$ cat config.mk
export PLATFORM = sky130hd
export DESIGN_NAME = fan_off_timer_ctrl
export DESIGN_NICKNAME = d
export VERILOG_FILES = /design/src/rtl/fan_off_timer_ctrl.sv
export SDC_FILE = /design/constraint.sdc
export NUM_CORES = 1
export LEC_CHECK = 0
export CORE_UTILIZATION = 49
export CTS_CLUSTER_DIAMETER = 200
export DETAILED_ROUTE_END_ITERATION = 16
export PLACE_DENSITY_LB_ADDON = 0.15
export SLEW_MARGIN = 5
export SYNTH_ARGS = -nofsm -noshare
export SYNTH_HDL_FRONTEND = slang
export SYNTH_SLANG_ARGS = --single-unit
$ cat constraint.sdc
create_clock -name clk -period 2.4 [get_ports clk]
set_clock_uncertainty 0.2 [all_clocks]
set_input_delay 0.48 -clock clk [delete_from_list [all_inputs] [get_ports clk]]
set_output_delay 0.48 -clock clk [all_outputs]
set_load 0.005 [all_outputs]
$ cat src/rtl/fan_off_timer_ctrl.sv
// Fan off-timer sequencer: preset selection, seconds countdown, expiry pulse, LED/display drive.
// Optional LED blink while held (fan stopped) is enabled with `define TIMER_BLINK_EN.
module fan_off_timer_ctrl #(
  parameter int TICKS_PER_SEC = 1000,
  parameter int PRESET1_SEC   = 60,
  parameter int PRESET2_SEC   = 180,
  parameter int PRESET3_SEC   = 300,
  parameter int CNT_W         = 14
) (
  input  logic             clk,
  input  logic             reset_p,
  input  logic             tick_1ms,
  input  logic             btn_mode,
  input  logic             btn_cancel,
  input  logic             fan_on,
  output logic [CNT_W-1:0] remain_sec,
  output logic [1:0]       preset_sel,
  output logic [2:0]       led,
  output logic             timer_active,
  output logic             fan_off_req
);

  localparam int PW = (TICKS_PER_SEC > 1) ? $clog2(TICKS_PER_SEC) : 1;
  localparam logic [PW-1:0]    PRESC_MAX = PW'(TICKS_PER_SEC - 1);
  localparam logic [CNT_W-1:0] ONE_SEC   = CNT_W'(1);

  typedef enum logic [1:0] {
    ST_IDLE = 2'd0,
    ST_RUN  = 2'd1,
    ST_HOLD = 2'd2,
    ST_DONE = 2'd3
  } state_t;

  state_t           state_q, state_d;
  logic [CNT_W-1:0] remain_q, remain_d;
  logic [1:0]       preset_q, preset_d;
  logic [PW-1:0]    presc_q, presc_d;
  logic [2:0]       led_q, led_d;
  logic             active_q, active_d;
  logic             req_q, req_d;

  function automatic logic [CNT_W-1:0] preset_secs(input logic [1:0] p);
    logic [CNT_W-1:0] s;
    case (p)
      2'd1:    s = CNT_W'(PRESET1_SEC);
      2'd2:    s = CNT_W'(PRESET2_SEC);
      2'd3:    s = CNT_W'(PRESET3_SEC);
      default: s = '0;
    endcase
    return s;
  endfunction

  function automatic logic [2:0] preset_onehot(input logic [1:0] p);
    logic [2:0] oh;
    case (p)
      2'd1:    oh = 3'b001;
      2'd2:    oh = 3'b010;
      2'd3:    oh = 3'b100;
      default: oh = 3'b000;
    endcase
    return oh;
  endfunction

  // Sequencer next state: cancel beats mode beats fan stop beats the second event.
  always_comb begin
    state_d  = state_q;
    remain_d = remain_q;
    preset_d = preset_q;
    presc_d  = presc_q;
    case (state_q)
      ST_IDLE: begin
        if (btn_mode) begin
          preset_d = 2'd1;
          remain_d = preset_secs(2'd1);
          presc_d  = '0;
          state_d  = ST_RUN;
        end else begin
          state_d  = ST_IDLE;
        end
      end
      ST_RUN, ST_HOLD: begin
        if (btn_cancel) begin
          preset_d = 2'd0;
          remain_d = '0;
          presc_d  = '0;
          state_d  = ST_IDLE;
        end else if (btn_mode) begin
          // 3 wraps to 0, which ends the timer rather than loading a zero count
          preset_d = preset_q + 2'd1;
          remain_d = preset_secs(preset_d);
          presc_d  = '0;
          state_d  = (preset_d == 2'd0) ? ST_IDLE : ST_RUN;
        end else if (!fan_on) begin
          state_d  = ST_HOLD;
        end else if (state_q == ST_HOLD) begin
          state_d  = ST_RUN;
        end else if (tick_1ms) begin
          if (presc_q == PRESC_MAX) begin
            presc_d = '0;
            if (remain_q > ONE_SEC) begin
              remain_d = remain_q - ONE_SEC;
            end else begin
              remain_d = '0;
              preset_d = 2'd0;
              state_d  = ST_DONE;
            end
          end else begin
            presc_d = presc_q + PW'(1);
          end
        end else begin
          state_d = ST_RUN;
        end
      end
      ST_DONE: begin
        preset_d = 2'd0;
        remain_d = '0;
        presc_d  = '0;
        state_d  = ST_IDLE;
      end
      default: begin
        preset_d = 2'd0;
        remain_d = '0;
        presc_d  = '0;
        state_d  = ST_IDLE;
      end
    endcase
  end

`ifdef TIMER_BLINK_EN
  localparam int HALF = (TICKS_PER_SEC / 2 > 0) ? TICKS_PER_SEC / 2 : 1;
  localparam int BW   = (HALF > 1) ? $clog2(HALF) : 1;
  localparam logic [BW-1:0] BLINK_MAX = BW'(HALF - 1);

  logic [BW-1:0] blink_cnt_q, blink_cnt_d;
  logic          phase_q, phase_d;

  // Blink phase: restarts lit on HOLD entry, toggles every half second of ticks while held.
  always_comb begin
    blink_cnt_d = blink_cnt_q;
    phase_d     = phase_q;
    if ((state_d == ST_HOLD) && (state_q != ST_HOLD)) begin
      blink_cnt_d = '0;
      phase_d     = 1'b1;
    end else if ((state_d == ST_HOLD) && tick_1ms) begin
      if (blink_cnt_q == BLINK_MAX) begin
        blink_cnt_d = '0;
        phase_d     = ~phase_q;
      end else begin
        blink_cnt_d = blink_cnt_q + BW'(1);
      end
    end else begin
      blink_cnt_d = blink_cnt_q;
    end
  end

  // Blink counter registers.
  always_ff @(posedge clk) begin
    if (reset_p) begin
      blink_cnt_q <= '0;
      phase_q     <= 1'b1;
    end else begin
      blink_cnt_q <= blink_cnt_d;
      phase_q     <= phase_d;
    end
  end

  // Output decode from the next state so outputs line up with the state they describe.
  always_comb begin
    if ((state_d == ST_HOLD) && !phase_d) begin
      led_d = 3'b000;
    end else begin
      led_d = preset_onehot(preset_d);
    end
    active_d = (state_d == ST_RUN) || (state_d == ST_HOLD);
    req_d    = (state_d == ST_DONE);
  end
`else
  // Output decode from the next state so outputs line up with the state they describe.
  always_comb begin
    led_d    = preset_onehot(preset_d);
    active_d = (state_d == ST_RUN) || (state_d == ST_HOLD);
    req_d    = (state_d == ST_DONE);
  end
`endif

  // State and output registers.
  always_ff @(posedge clk) begin
    if (reset_p) begin
      state_q  <= ST_IDLE;
      remain_q <= '0;
      preset_q <= 2'd0;
      presc_q  <= '0;
      led_q    <= 3'b000;
      active_q <= 1'b0;
      req_q    <= 1'b0;
    end else begin
      state_q  <= state_d;
      remain_q <= remain_d;
      preset_q <= preset_d;
      presc_q  <= presc_d;
      led_q    <= led_d;
      active_q <= active_d;
      req_q    <= req_d;
    end
  end

  assign remain_sec   = remain_q;
  assign preset_sel   = preset_q;
  assign led          = led_q;
  assign timer_active = active_q;
  assign fan_off_req  = req_q;

endmodule

==> flow_metrics.py <==
metrics = {
    "setup_path": {
        "worst_r2r_path_depth": 7,
        "r2r-start": "remain_sec[7]",
        "worstPathArrival_ns": 2.31,
        "slowest_delay_ns": 0.55,
        "critPathBufInv": 0,
        "crit_slowest_cell": "or4_4",
        "ff2ff_setup_slack_ns": 0.06,
        "reg2reg_to": "timer_active",
        "path_max_fanout": 3,
        "crit_required_ns": 2.37,
        "cp-start-kind": "flop",
        "worstPathCellList": "or4_4 > nor4_4 > a21oi_1 > o21ai_1 > nor3b_2 > ha_1 > nor2b_1",
        "crit_family": "simple AND/OR/NAND/NOR gates",
        "end_kind": "flop",
        "worstSetupPathType": "reg2reg",
    },
    "synthesis": {
        "post-synth-top-area-cell": "dfxtp_1",
        "synth_commonest_cells": "dfxtp_1, o21ai_0, nor2_1",
        "yosysUniqueCellTypes": 55,
        "yosys-top-cells-area": "dfxtp_1, ha_1, o21ai_0, a21oi_1, nor2_1",
        "yosysSeqAreaShare_pct": 33.2,
        "synthCells": 244,
        "syn_avg_cell_area_um2": 8.16,
        "async_reset_ff_share_pct": 0,
        "synth_most_common_cell": "dfxtp_1",
        "syn_nets": 261,
        "netlist_area_um2": 1990,
        "synth_top_area_share_pct": 33.2,
        "synth_seq_cells": 33,
        "ys_warn_count": 0,
        "synth-main-ff-cell": "dfxtp_1",
        "synth-edff-count": 0,
    },
    "pwr": {
        "peakVddDrop_mv": 0.341,
        "power.leakage_nw": 1.10,
        "combPwrFrac_pct": 19.1,
        "power_frac_clock_pct": 36.3,
        "power_density_nw_per_um2": 460,
        "p_switching_w": 0.000340,
        "pwr-share-seq_pct": 44.5,
        "sw_frac_of_total_pct": 26.7,
        "intPower_w": 0.000935,
    },
    "worst_hold_path": {
        "min_delay_path_depth": 1,
        "min-delay-start": "remain_sec[12]",
        "whs_endpoint": "remain_sec[12]",
        "hold_path.class": "reg2reg",
    },
    "cells_and_area": {
        "final_core_util_pct": 73.6,
        "syn_to_final_growth_pct": 39.3,
        "antenna_cells": 0,
        "final_nets": 332,
        "final_layout_size_suffix_gt1_share_pct": 23.7,
        "fill_cells": 285,
    },
    "grt": {
        "grt_pass1_vias": 1970,
        "track_usage_pct": 27.2,
        "grt_pass1_wl_um": 8990,
        "grt-ovfl-total": 0,
        "grt_start_max_net_pins": 20,
        "antenna_found_initial": 0,
    },
    "cts": {
        "tritoncts": "built",
        "root_buffer": "clkbuf_8",
        "clock-sinks": 33,
        "cts_made_buffers": 5,
        "cts.path.max_buffers": 2,
        "clkSlewWorstSetupHoldPaths_ns": 0.07,
        "htree_num_levels": 2,
        "clk_latency_ns": 0.28,
        "post_cts_buffers": 0,
    },
    "detailed_routing": {
        "wl_per_cell_um": 14.7,
        "drc": 0,
        "via_per_inst": 5.82,
        "drtIter0Drc": 221,
        "wl_um": 5350,
        "vias": 2117,
        "drt-pass1-iter-count": 4,
        "drtAntennaViolNets": 0,
    },
    "timing": {
        "min_period_ns": 2.34,
        "hold_ws_ns": 0.315,
        "max_freq_mhz": 427,
        "layout_setup_ws_ns": 0.0595,
        "post-route-period-util_pct": 97.5,
        "setup_viol": 0,
        "drv_slew": 0,
        "hold_viol": 0,
        "tightest_slew_ns": 0.452,
        "max_slew_margin_pct": 69.8,
        "rsz0062_at_grt": "yes",
    },
    "job": {
        "maxCapViolations": 0,
    },
    "placement": {
        "dpl.hpwl_um": 3980,
        "place_ws_ns": -0.281,
        "gp_congestion": 0.913,
        "io_buffers": 26,
    },
    "floorplanning": {
        "die_h_um": 65.8,
        "core-area_um2": 3770,
        "initial_core_util_pct": 52.8,
        "io_pins": 27,
        "die_w_um": 65.8,
        "rows": 22,
        "dieArea_um2": 4320,
    },
    "outcome": {
        "outcome": "completed",
    },
}
power groups by stage:
stage	Combinational, W	Clock (W)	Sequential (W)
after floorplan	0.000122	0	0.000587
after global placement	0.000234	0	0.000579
after detailed placement	0.000237	0	0.000580
after CTS	0.000241	0.000467	0.000568
after global routing	0.000265	0.000496	0.000568
final	0.000244	0.000463	0.000568
layout make-up:
cell class	instances	area (um2)	area share, %
multi-input combinational	189	1290	46.3
sequential	33	666	24.0
clock inverter	1	5.00	0.180
timing repair buffer	73	613	22.1
tap	48	60.1	2.16
clock buffer	7	96.3	3.47
inverter	13	48.8	1.76
logic make-up after synthesis:
logic type	count (synthesis)	synth area share, %
flops	33	33.2
compound gates	73	24.3
xor+xnor	5	2.20
simple gates	100	28.9
buf+inv	22	4.52
fa+ha+maj	11	6.91
how the worst max path moves through the flow:
stage	from	endpoint	slack (ns)	depth (start not counted)
after detailed placement	btn_cancel	remain_sec[7]	-0.28	6
after global routing	remain_sec[9]	timer_active	-0.0003	7
final	remain_sec[7]	timer_active	0.06	7
after global placement	btn_cancel	remain_sec[10]	-0.21	6
after floorplan	remain_sec[5]	timer_active	-0.01	9
after CTS	remain_sec[5]	timer_active	0.04	7
layout by cell type (no fill, tap or decap), types with 4 or more instances in the layout:
master           Yosys  layout
o22ai_1              4       4
clkbuf_8             0       7
nor3_1              13      13
ha_1                11      10
a21oi_1             17      16
nand3_1              6       6
nor3b_1              4       4
or3_1                7       6
clkdlybuf4s50_1      0      26
nor2_1              20      20
dfxtp_1             33      29
o31ai_1              4       4
inv_1               13      13
buf_4                1      47
nor2b_1              8       8
dfxtp_2              0       4
nand2_1             14      14
xor2_1               4       4
o21ai_0             23      22
worst register-to-register path, cell delays in order (launching register included):
cell and delay, ns:
dfxtp_2 0.33, or4_4 0.55, nor4_4 0.32, a21oi_1 0.11, o21ai_1 0.16, nor3b_2 0.19, ha_1 0.24, nor2b_1 0.12
flip-flops by register name, indices dropped and copies added, names as in the netlist:
register,count
fan_off_req,1
led,3
presc_q,10
preset_sel,2
remain_sec,14
state_q,2
timer_active,1
metal layers:
layer	share of wire, %	GRT usage, %	wire length [um]
met1	47	35.6	2500
met2	47	43.0	2490
met3	4.5	5.90	243
met4	1.9	10.9	104
met5	0	0	0
metrics by stage:
stage / cells / power [W] / cell area [um2] / setup TNS (ns)
5_1_grt: 364 / 0.00133 / 2780 / -0.000288
6_report: 364 / 0.00128 / 2780 / 0
3_5_place_dp: 356 / 0.000817 / 2640 / -3.29
4_1_cts: 364 / 0.00128 / 2750 / 0
2_1_floorplan: 244 / 0.000708 / 2020 / -0.0132
3_3_place_gp: 356 / 0.000814 / 2640 / -2.29
what timing repair did:
item	4_1_cts	5_1_grt
cloned	0	0
hold buffers	0	0
endpoints found under the setup margin	4	17
hold endpoints to repair	0	0
pin swaps	0	2
gates resized for setup	2	7
No activity file was read; power rests on OpenSTA's default activity.
